--- src/rtl/mem_arb_pkg.sv ---
// Shared types and constants for the instruction/data memory arbiter.
package mem_arb_pkg;

    typedef enum logic [1:0] {
        IDLE,
        BUSY,
        SWITCH,
        DONE
    } state_t;

    typedef enum logic {
        GNT_INSTR,
        GNT_DATA
    } grant_t;

    // Read data returned to the CPU when an access is aborted on timeout.
    localparam int unsigned ABORT_RDATA = 0;

endpackage

--- src/rtl/mem_arb_timer.sv ---
// Wait-cycle counter for a memory access; flags the cycle whose increment reaches TIMEOUT.
module mem_arb_timer #(
    parameter int unsigned TIMEOUT = 255,
    parameter int unsigned CNT_W   = $clog2(TIMEOUT + 1)
) (
    input  logic clk,
    input  logic rst,
    input  logic clr,
    input  logic en,
    output logic expired
);

    logic [CNT_W-1:0] count_q;

    always_ff @(posedge clk or posedge rst) begin
        if (rst) begin
            count_q <= '0;
        end else if (clr) begin
            count_q <= '0;
        end else if (en && (count_q != CNT_W'(TIMEOUT))) begin
            count_q <= count_q + CNT_W'(1);
        end
    end

    // Asserted in the TIMEOUT-th waiting cycle so the abort lands after exactly TIMEOUT cycles.
    assign expired = (count_q == CNT_W'(TIMEOUT - 1));

endmodule

--- src/rtl/mem_arbiter.sv ---
// Serialises CPU fetch, load and store accesses onto one request/acknowledge memory bus.
module mem_arbiter
    import mem_arb_pkg::*;
#(
    parameter int unsigned ADDR_W  = 32,
    parameter int unsigned DATA_W  = 32,
    parameter int unsigned TIMEOUT = 255
) (
    input  logic              clk,
    input  logic              rst,
    input  logic              instr_read,
    input  logic [ADDR_W-1:0] instr_addr,
    output logic [DATA_W-1:0] instr_out,
    output logic              instr_ready,
    input  logic              data_read,
    input  logic              data_write,
    input  logic [ADDR_W-1:0] data_addr,
    input  logic [DATA_W-1:0] data_in,
    output logic [DATA_W-1:0] data_out,
    output logic              data_ready,
    output logic              cpu_stall,
    output logic              mem_req,
    output logic              mem_we,
    output logic [ADDR_W-1:0] mem_addr,
    output logic [DATA_W-1:0] mem_wdata,
    input  logic [DATA_W-1:0] mem_rdata,
    input  logic              mem_ack,
    output logic              bus_err
);

    state_t            state_q, state_d;
    grant_t            grant_q, grant_d;
    grant_t            last_grant_q, last_grant_d;
    grant_t            gnt;
    logic              pend_i_q, pend_i_d;
    logic              pend_d_q, pend_d_d;
    logic              we_q, we_d;
    logic [ADDR_W-1:0] iaddr_q, iaddr_d;
    logic [ADDR_W-1:0] daddr_q, daddr_d;
    logic [DATA_W-1:0] wdata_q, wdata_d;
    logic              mem_req_q, mem_req_d;
    logic              mem_we_q, mem_we_d;
    logic [ADDR_W-1:0] mem_addr_q, mem_addr_d;
    logic [DATA_W-1:0] mem_wdata_q, mem_wdata_d;
    logic [DATA_W-1:0] instr_out_q, instr_out_d;
    logic [DATA_W-1:0] data_out_q, data_out_d;
    logic              instr_ready_q, instr_ready_d;
    logic              data_ready_q, data_ready_d;
    logic              bus_err_q, bus_err_d;
    logic [DATA_W-1:0] rdata;
    logic              data_req;
    logic              any_req;
    logic              tmr_clr;
    logic              tmr_en;
    logic              tmr_expired;

    assign data_req = data_read | data_write;
    assign any_req  = instr_read | data_req;

    mem_arb_timer #(
        .TIMEOUT (TIMEOUT)
    ) u_timer (
        .clk     (clk),
        .rst     (rst),
        .clr     (tmr_clr),
        .en      (tmr_en),
        .expired (tmr_expired)
    );

    always_comb begin
        state_d       = state_q;
        grant_d       = grant_q;
        last_grant_d  = last_grant_q;
        pend_i_d      = pend_i_q;
        pend_d_d      = pend_d_q;
        we_d          = we_q;
        iaddr_d       = iaddr_q;
        daddr_d       = daddr_q;
        wdata_d       = wdata_q;
        mem_req_d     = mem_req_q;
        mem_we_d      = mem_we_q;
        mem_addr_d    = mem_addr_q;
        mem_wdata_d   = mem_wdata_q;
        instr_out_d   = instr_out_q;
        data_out_d    = data_out_q;
        instr_ready_d = 1'b0;
        data_ready_d  = 1'b0;
        bus_err_d     = 1'b0;
        tmr_clr       = 1'b0;
        tmr_en        = 1'b0;
        gnt           = GNT_INSTR;
        rdata         = '0;

        unique case (state_q)
            IDLE: begin
                if (any_req) begin
                    pend_i_d = instr_read;
                    pend_d_d = data_req;
                    we_d     = data_write;
                    iaddr_d  = instr_addr;
                    daddr_d  = data_addr;
                    wdata_d  = data_in;
                    // Only a genuine conflict consults the round-robin pointer.
                    if (instr_read && data_req) begin
                        gnt = (last_grant_q == GNT_INSTR) ? GNT_DATA : GNT_INSTR;
                    end else begin
                        gnt = instr_read ? GNT_INSTR : GNT_DATA;
                    end
                    grant_d      = gnt;
                    last_grant_d = gnt;
                    mem_req_d    = 1'b1;
                    mem_we_d     = (gnt == GNT_DATA) && data_write;
                    mem_addr_d   = (gnt == GNT_DATA) ? data_addr : instr_addr;
                    mem_wdata_d  = data_in;
                    tmr_clr      = 1'b1;
                    state_d      = BUSY;
                end
            end
            BUSY: begin
                if (mem_ack || tmr_expired) begin
                    rdata     = mem_ack ? mem_rdata : DATA_W'(ABORT_RDATA);
                    bus_err_d = !mem_ack;
                    mem_req_d = 1'b0;
                    mem_we_d  = 1'b0;
                    if (grant_q == GNT_INSTR) begin
                        instr_out_d   = rdata;
                        instr_ready_d = 1'b1;
                        pend_i_d      = 1'b0;
                        state_d       = pend_d_q ? SWITCH : DONE;
                    end else begin
                        if (!we_q) begin
                            data_out_d = rdata;
                        end
                        data_ready_d = 1'b1;
                        pend_d_d     = 1'b0;
                        state_d      = pend_i_q ? SWITCH : DONE;
                    end
                end else begin
                    tmr_en = 1'b1;
                end
            end
            SWITCH: begin
                gnt         = pend_i_q ? GNT_INSTR : GNT_DATA;
                grant_d     = gnt;
                mem_req_d   = 1'b1;
                mem_we_d    = (gnt == GNT_DATA) && we_q;
                mem_addr_d  = (gnt == GNT_DATA) ? daddr_q : iaddr_q;
                mem_wdata_d = wdata_q;
                tmr_clr     = 1'b1;
                state_d     = BUSY;
            end
            DONE: begin
                state_d = IDLE;
            end
        endcase
    end

    always_ff @(posedge clk or posedge rst) begin
        if (rst) begin
            state_q       <= IDLE;
            grant_q       <= GNT_INSTR;
            last_grant_q  <= GNT_INSTR;
            pend_i_q      <= 1'b0;
            pend_d_q      <= 1'b0;
            we_q          <= 1'b0;
            iaddr_q       <= '0;
            daddr_q       <= '0;
            wdata_q       <= '0;
            mem_req_q     <= 1'b0;
            mem_we_q      <= 1'b0;
            mem_addr_q    <= '0;
            mem_wdata_q   <= '0;
            instr_out_q   <= '0;
            data_out_q    <= '0;
            instr_ready_q <= 1'b0;
            data_ready_q  <= 1'b0;
            bus_err_q     <= 1'b0;
        end else begin
            state_q       <= state_d;
            grant_q       <= grant_d;
            last_grant_q  <= last_grant_d;
            pend_i_q      <= pend_i_d;
            pend_d_q      <= pend_d_d;
            we_q          <= we_d;
            iaddr_q       <= iaddr_d;
            daddr_q       <= daddr_d;
            wdata_q       <= wdata_d;
            mem_req_q     <= mem_req_d;
            mem_we_q      <= mem_we_d;
            mem_addr_q    <= mem_addr_d;
            mem_wdata_q   <= mem_wdata_d;
            instr_out_q   <= instr_out_d;
            data_out_q    <= data_out_d;
            instr_ready_q <= instr_ready_d;
            data_ready_q  <= data_ready_d;
            bus_err_q     <= bus_err_d;
        end
    end

    // Gated by rst so the stall drops with the rest of the outputs during reset.
    assign cpu_stall = !rst && (((state_q == IDLE) && any_req) ||
                                (state_q == BUSY) || (state_q == SWITCH));

    assign instr_out   = instr_out_q;
    assign instr_ready = instr_ready_q;
    assign data_out    = data_out_q;
    assign data_ready  = data_ready_q;
    assign mem_req     = mem_req_q;
    assign mem_we      = mem_we_q;
    assign mem_addr    = mem_addr_q;
    assign mem_wdata   = mem_wdata_q;
    assign bus_err     = bus_err_q;

endmodule
--- config.mk ---
export PLATFORM = sky130hd
export DESIGN_NAME = mem_arbiter
export DESIGN_NICKNAME = d
export VERILOG_FILES = /design/src/rtl/mem_arb_pkg.sv /design/src/rtl/mem_arb_timer.sv /design/src/rtl/mem_arbiter.sv
export SDC_FILE = /design/constraint.sdc
export NUM_CORES = 1
export LEC_CHECK = 0
export ABC_AREA = 1
export CORE_MARGIN = 2
export CORE_UTILIZATION = 38
export DETAILED_ROUTE_END_ITERATION = 12
export SKIP_CTS_REPAIR_TIMING = 1
export SLEW_MARGIN = 20
export SYNTH_ARGS = -nofsm -noshare
export SYNTH_HDL_FRONTEND = slang
export SYNTH_SLANG_ARGS = --single-unit
--- constraint.sdc ---
create_clock -name clk -period 17.1 [get_ports clk]
set_input_delay 3.42 -clock clk [delete_from_list [all_inputs] [get_ports clk]]
set_output_delay 3.42 -clock clk [all_outputs]
set_load 0.05 [all_outputs]
### Yosys cells after proc, flatten, opt, wreduce, memory -nomap -nowiden

Cells that the tools add are included.

* add/subtract/negate cells: 1
* eq/ne operators: 9
* multiplexer cells: 48
* bitwise operators: 4
* reduce and logical (&&, ||, !) cells: 24

Operators by type and width (count)
* $mux 32: 5
* $pmux 32 s2: 2
* $mux 1: 30
* $mux 8: 2
* $reduce_and 4->1: 3
* $add 8x1->8 const B: 1
* $eq 8x8->1 const B: 1
* $ne 2x2->1 const B: 4
* $ne 8x8->1 const B: 1
* $pmux 1 s2: 4
* $pmux 2 s4: 1
* $logic_and 1x1->1: 6
* $pmux 1 s3: 2
* $reduce_and 2->1: 3
* $reduce_and 3->1: 2
* $reduce_bool 2->1: 3
* $eq 2x2->1 const B: 2
* $mux 2: 2
* $logic_or 1x1->1: 3
* $reduce_bool 3->1: 1
* $eq 2x1->1 const B: 1
* $logic_not 1->1: 2
* $logic_not 2->1: 1
* $not 1->1: 2
* $or 1x1->1: 2

* flip-flop bits (word level): 244
* bits of input ports: 134
* logic and storage cells: 105

### Logic depth before layout (Yosys ltp)

* depth after elaboration: 8
* gate-level depth with buffers: 11

### Cells and area by module

Synthesis repeated with hierarchy kept, for this count alone.

* cells, all modules: 1341
* area, all modules: 11058.1 um^2

By module, submodules not included
* mem_arbiter: instances 1, cells an instance 1264, area each 10523.8 um^2, seq. area each 5905.7 um^2
* mem_arb_timer: instances 1, cells an instance 77, area each 534.3 um^2, seq. area each 200.2 um^2

### Worst setup path after synthesis

OpenSTA, ideal clock, no wires.

* path type: input-to-output
* from: input rst
* to: output cpu_stall
* arrival: 9.568 ns
* required time: 13.680 ns
* setup slack: 4.112 ns
* stages on the path: 3
* path buffers: 0
* cell sequence: inv_1 o21ai_0 inv_1

* longest elaborated chain between the ends: 2

Ends and longest elaborated chain
* start, declared: RTL line mem_arbiter.sv:10 `input logic rst,`
* $logic_not 1->1: RTL line mem_arbiter.sv:201 `assign cpu_stall = !rst && (((state_q == IDLE) && any_req) ||`
* $logic_and 1x1->1: RTL line mem_arbiter.sv:201
* end, declared: RTL line mem_arbiter.sv:21 `output logic cpu_stall,`

No other way between the ends.

### Final worst setup path

* from: input instr_read
* to: output cpu_stall

* longest elaborated chain between the ends: 5

Ends and longest elaborated chain
* start, declared: RTL line mem_arbiter.sv:11 `input logic instr_read,`
* $or 1x1->1: RTL line mem_arbiter.sv:58 `assign any_req = instr_read | data_req;`
* $logic_and 1x1->1: RTL line mem_arbiter.sv:201
* $logic_or 1x1->1: RTL line mem_arbiter.sv:201
* $logic_or 1x1->1: RTL line mem_arbiter.sv:202 `(state_q == BUSY) || (state_q == SWITCH));`
* $logic_and 1x1->1: RTL line mem_arbiter.sv:201

No other way between the ends.

==> results.sh <==
export IMPL_final_instance_count_excl_fill=1976
export IMPL_whs_path_depth=2
export IMPL_vias=9734
export IMPL_rows=62
export IMPL_reg2reg_depth=7
export IMPL_syn_inst=1347
export IMPL_r2r_start="state_q[0]"
export IMPL_clock_skew_ns=0.01351
export IMPL_ant_nets=0
export IMPL_power_density_mw_per_mm2=207.7
export IMPL_hpwlAfterDp_um=19720
export IMPL_internal_power_w=0.001659
export IMPL_p_sw_w=0.001433
export IMPL_cts_buffers=27
export IMPL_multiInputGateArea_mm2=0.004370
export IMPL_ioPinCount=268
export IMPL_p_comb_share_pct=49.9
export IMPL_dieWidth_um=175.6
export IMPL_cp_start_kind="input port"
export IMPL_hold_path_class="reg2reg"
export IMPL_synthesis_area_mm2=0.01119
export IMPL_vias_per_cell=4.926
export IMPL_crit_path_end_kind="output port"
export IMPL_worst_slew_pin_slew_ns=1.057
export IMPL_nets=1710
export IMPL_yosys_warnings=0
export IMPL_fin_tns_setup_ns=0
export IMPL_cts_max_path_buffers=3
export IMPL_antenna_found_initial=5
export IMPL_die_h_um=175.6
export IMPL_dieArea_mm2=0.03084
export IMPL_syn_area_per_cell_um2=8.308
export IMPL_drcViolationCount=0
export IMPL_path_clk_slew_ns=0.06
export IMPL_finalWeightedCongestion=0.8061
export IMPL_slew_headroom_pct=29.55
export IMPL_drtIter0Drc=690
export IMPL_track_usage_pct=19.92
export IMPL_vdd_ir_drop_max_uv=100.5
export IMPL_area_growth_pct=33.01
export IMPL_nFillCells=2787
export IMPL_hp_start="data_out[16]"
export IMPL_clkSinkCount=244
export IMPL_power_frac_seq_pct=31.5
export IMPL_reg2reg_slack_ns=14.27
export IMPL_numPortBuffers=267
export IMPL_critPathRequiredTime_ns=13.68
export IMPL_criticalPathCategory="in2out"
export IMPL_cts_root_buf="clkbuf_16"
export IMPL_syn_num_nets=1488
export IMPL_setup_viol=0
export IMPL_p_leak_nw=7.325
export IMPL_wirelength_um=31090
export IMPL_gr_total_overflow=0
export IMPL_grt_pass1_wl_um=50340
export IMPL_reg2reg_to="grant_q"
export IMPL_initial_core_util_pct=38.78
export IMPL_layout_drive_gt1_share_pct=7.862
export IMPL_rsz0062_at_grt="no"
export IMPL_status="complete, no violations"
export IMPL_hold_viol=0
export IMPL_crit_fanout=61
export IMPL_grt_max_degree=106
export IMPL_clkPwrFrac_pct=18.6
export IMPL_hold_end="data_out[16]"
export IMPL_finalCritPeriodShare_pct=56.21
export IMPL_wl_per_cell_um=15.73
export IMPL_placedCellCount=1924
export IMPL_max_freq_ghz=0.1040
export IMPL_first_pass_iters=5
export IMPL_cts_tree="done"
export IMPL_p_sw_share_pct=46.36
export IMPL_core_area_mm2=0.02886
export IMPL_synthDistinctLibCells=30
export IMPL_synth_seq_area_share_pct=54.56
export IMPL_grt_pass1_vias=9413
export IMPL_htreeDepth=1
export IMPL_slew_violations=0
export IMPL_clk_latency_ns=0.53
export IMPL_cap_violations=0
export IMPL_synth_seq_cells=244
export IMPL_finalCriticalPeriod_ns=9.612
export IMPL_seqCellArea_mm2=0.006106
export IMPL_worstPathArrival_ns=6.19
==> state kept, by name (all words and copies together) (netlist names), 2 cells and up <==
signal           count
daddr_q             32
data_out            32
iaddr_q             32
instr_out           32
mem_addr            32
mem_wdata           32
state_q              2
u_timer.count_q      8
wdata_q             32
==> Yosys cell counts (all sizes together) <==
cell      n  area share [%]
inv      62             2.1
ha        7            0.78
nor3      1           0.045
nand4     1           0.056
nand2   596              21
xor2      2            0.16
xnor2     1           0.078
nor2     19            0.75
buf      49             3.0
o21ai   170             8.6
o221ai    1           0.078
clkbuf   39             1.3
dfrtp   244              55
a21boi    1           0.067
nand3    88             4.1
a22oi    32             2.1
a21oi    34             1.5
==> power by group through the flow <==
stage | clock, W | sequential, W | combinational (W)
6_report | 0.000575 | 0.000974 | 0.00154
5_1_grt | 0.000617 | 0.00100 | 0.00169
4_1_cts | 0.000592 | 0.000975 | 0.00156
3_5_place_dp | 0 | 0.000980 | 0.00155
3_3_place_gp | 0 | 0.000976 | 0.00153
2_1_floorplan | 0 | 0.00140 | 0.000661
==> worst max path at each step <==
| stage | start | endpoint | slack (ns) |
|---|---|---|---|
| 2_1_floorplan | rst | cpu_stall | 4.11 |
| 3_3_place_gp | instr_read | cpu_stall | 7.49 |
| 3_5_place_dp | instr_read | cpu_stall | 7.50 |
| 4_1_cts | instr_read | cpu_stall | 7.50 |
| 5_1_grt | instr_read | cpu_stall | 7.29 |
| 6_report | instr_read | cpu_stall | 7.49 |
==> worst max-delay path, cell delays in order <==
cell and delay (ns):
clkdlybuf4s50_1 0.45, buf_4 0.42, inv_1 0.12, nand2_1 0.13, nand2_4 0.34, nand2_2 0.27, o21ai_0 0.10, inv_1 0.09
clkdlybuf4s50_1 0.84
==> placed cells by master, fill, tap and decap left out, drive strengths merged, types with 2 or more instances in the layout <==
master / n
nor2: 19
clkbuf: 41
dfrtp: 244
clkinv: 8
xor2: 2
clkdlybuf4s50: 267
buf: 14
nand2: 596
ha: 7
nand3: 88
a21oi: 34
inv: 63
a22oi: 32
o21ai: 170
diode: 2
==> through the flow <==
step	utilization [%]	setup slack, ns	cell area, µm²	hold slack (ns)	total power [W]
after CTS	51.55	7.495	14880	0.4808	0.003124
after global placement	48.43	7.490	13980	0.4616	0.002511
after global routing	51.57	7.286	14880	0.4911	0.003313
after detailed placement	48.43	7.500	13980	0.4644	0.002533
final	51.58	7.488	14880	0.4767	0.003092
after floorplan	-	4.112	11190	0.4479	0.002061
==> layout make-up <==
class                   instances  area share (%)
repair buffers                281           18.69
diodes                          2         0.03362
multi-input cells             953           29.36
well taps                     384           3.228
clock buffers                  41           5.632
inverters                      62           1.631
clock inverters                 9          0.4035
flip-flops and latches        244           41.02
==> metal layers <==
metal  global-route usage (%)  up-vias  part of all wire [%]
met5                        0        -                  0.13
met4                    4.408        6                   1.9
met3                    4.177       48                   6.8
met2                    31.89      305                    45
met1                    27.95     4589                    46
li1                         -     4786                     -
==> cells by family after synthesis <==
group,Yosys count,share of synthesized area [%]
and+or+nand+nor,705,25.60
DFF,244,54.56
AOI/OAI and AO/OA,238,12.39
buffers and inverters,150,6.429
adders and majority gates,7,0.7826
xor gates and xnor gates,3,0.2348
Note: power is estimated with default switching activity, not from simulation.
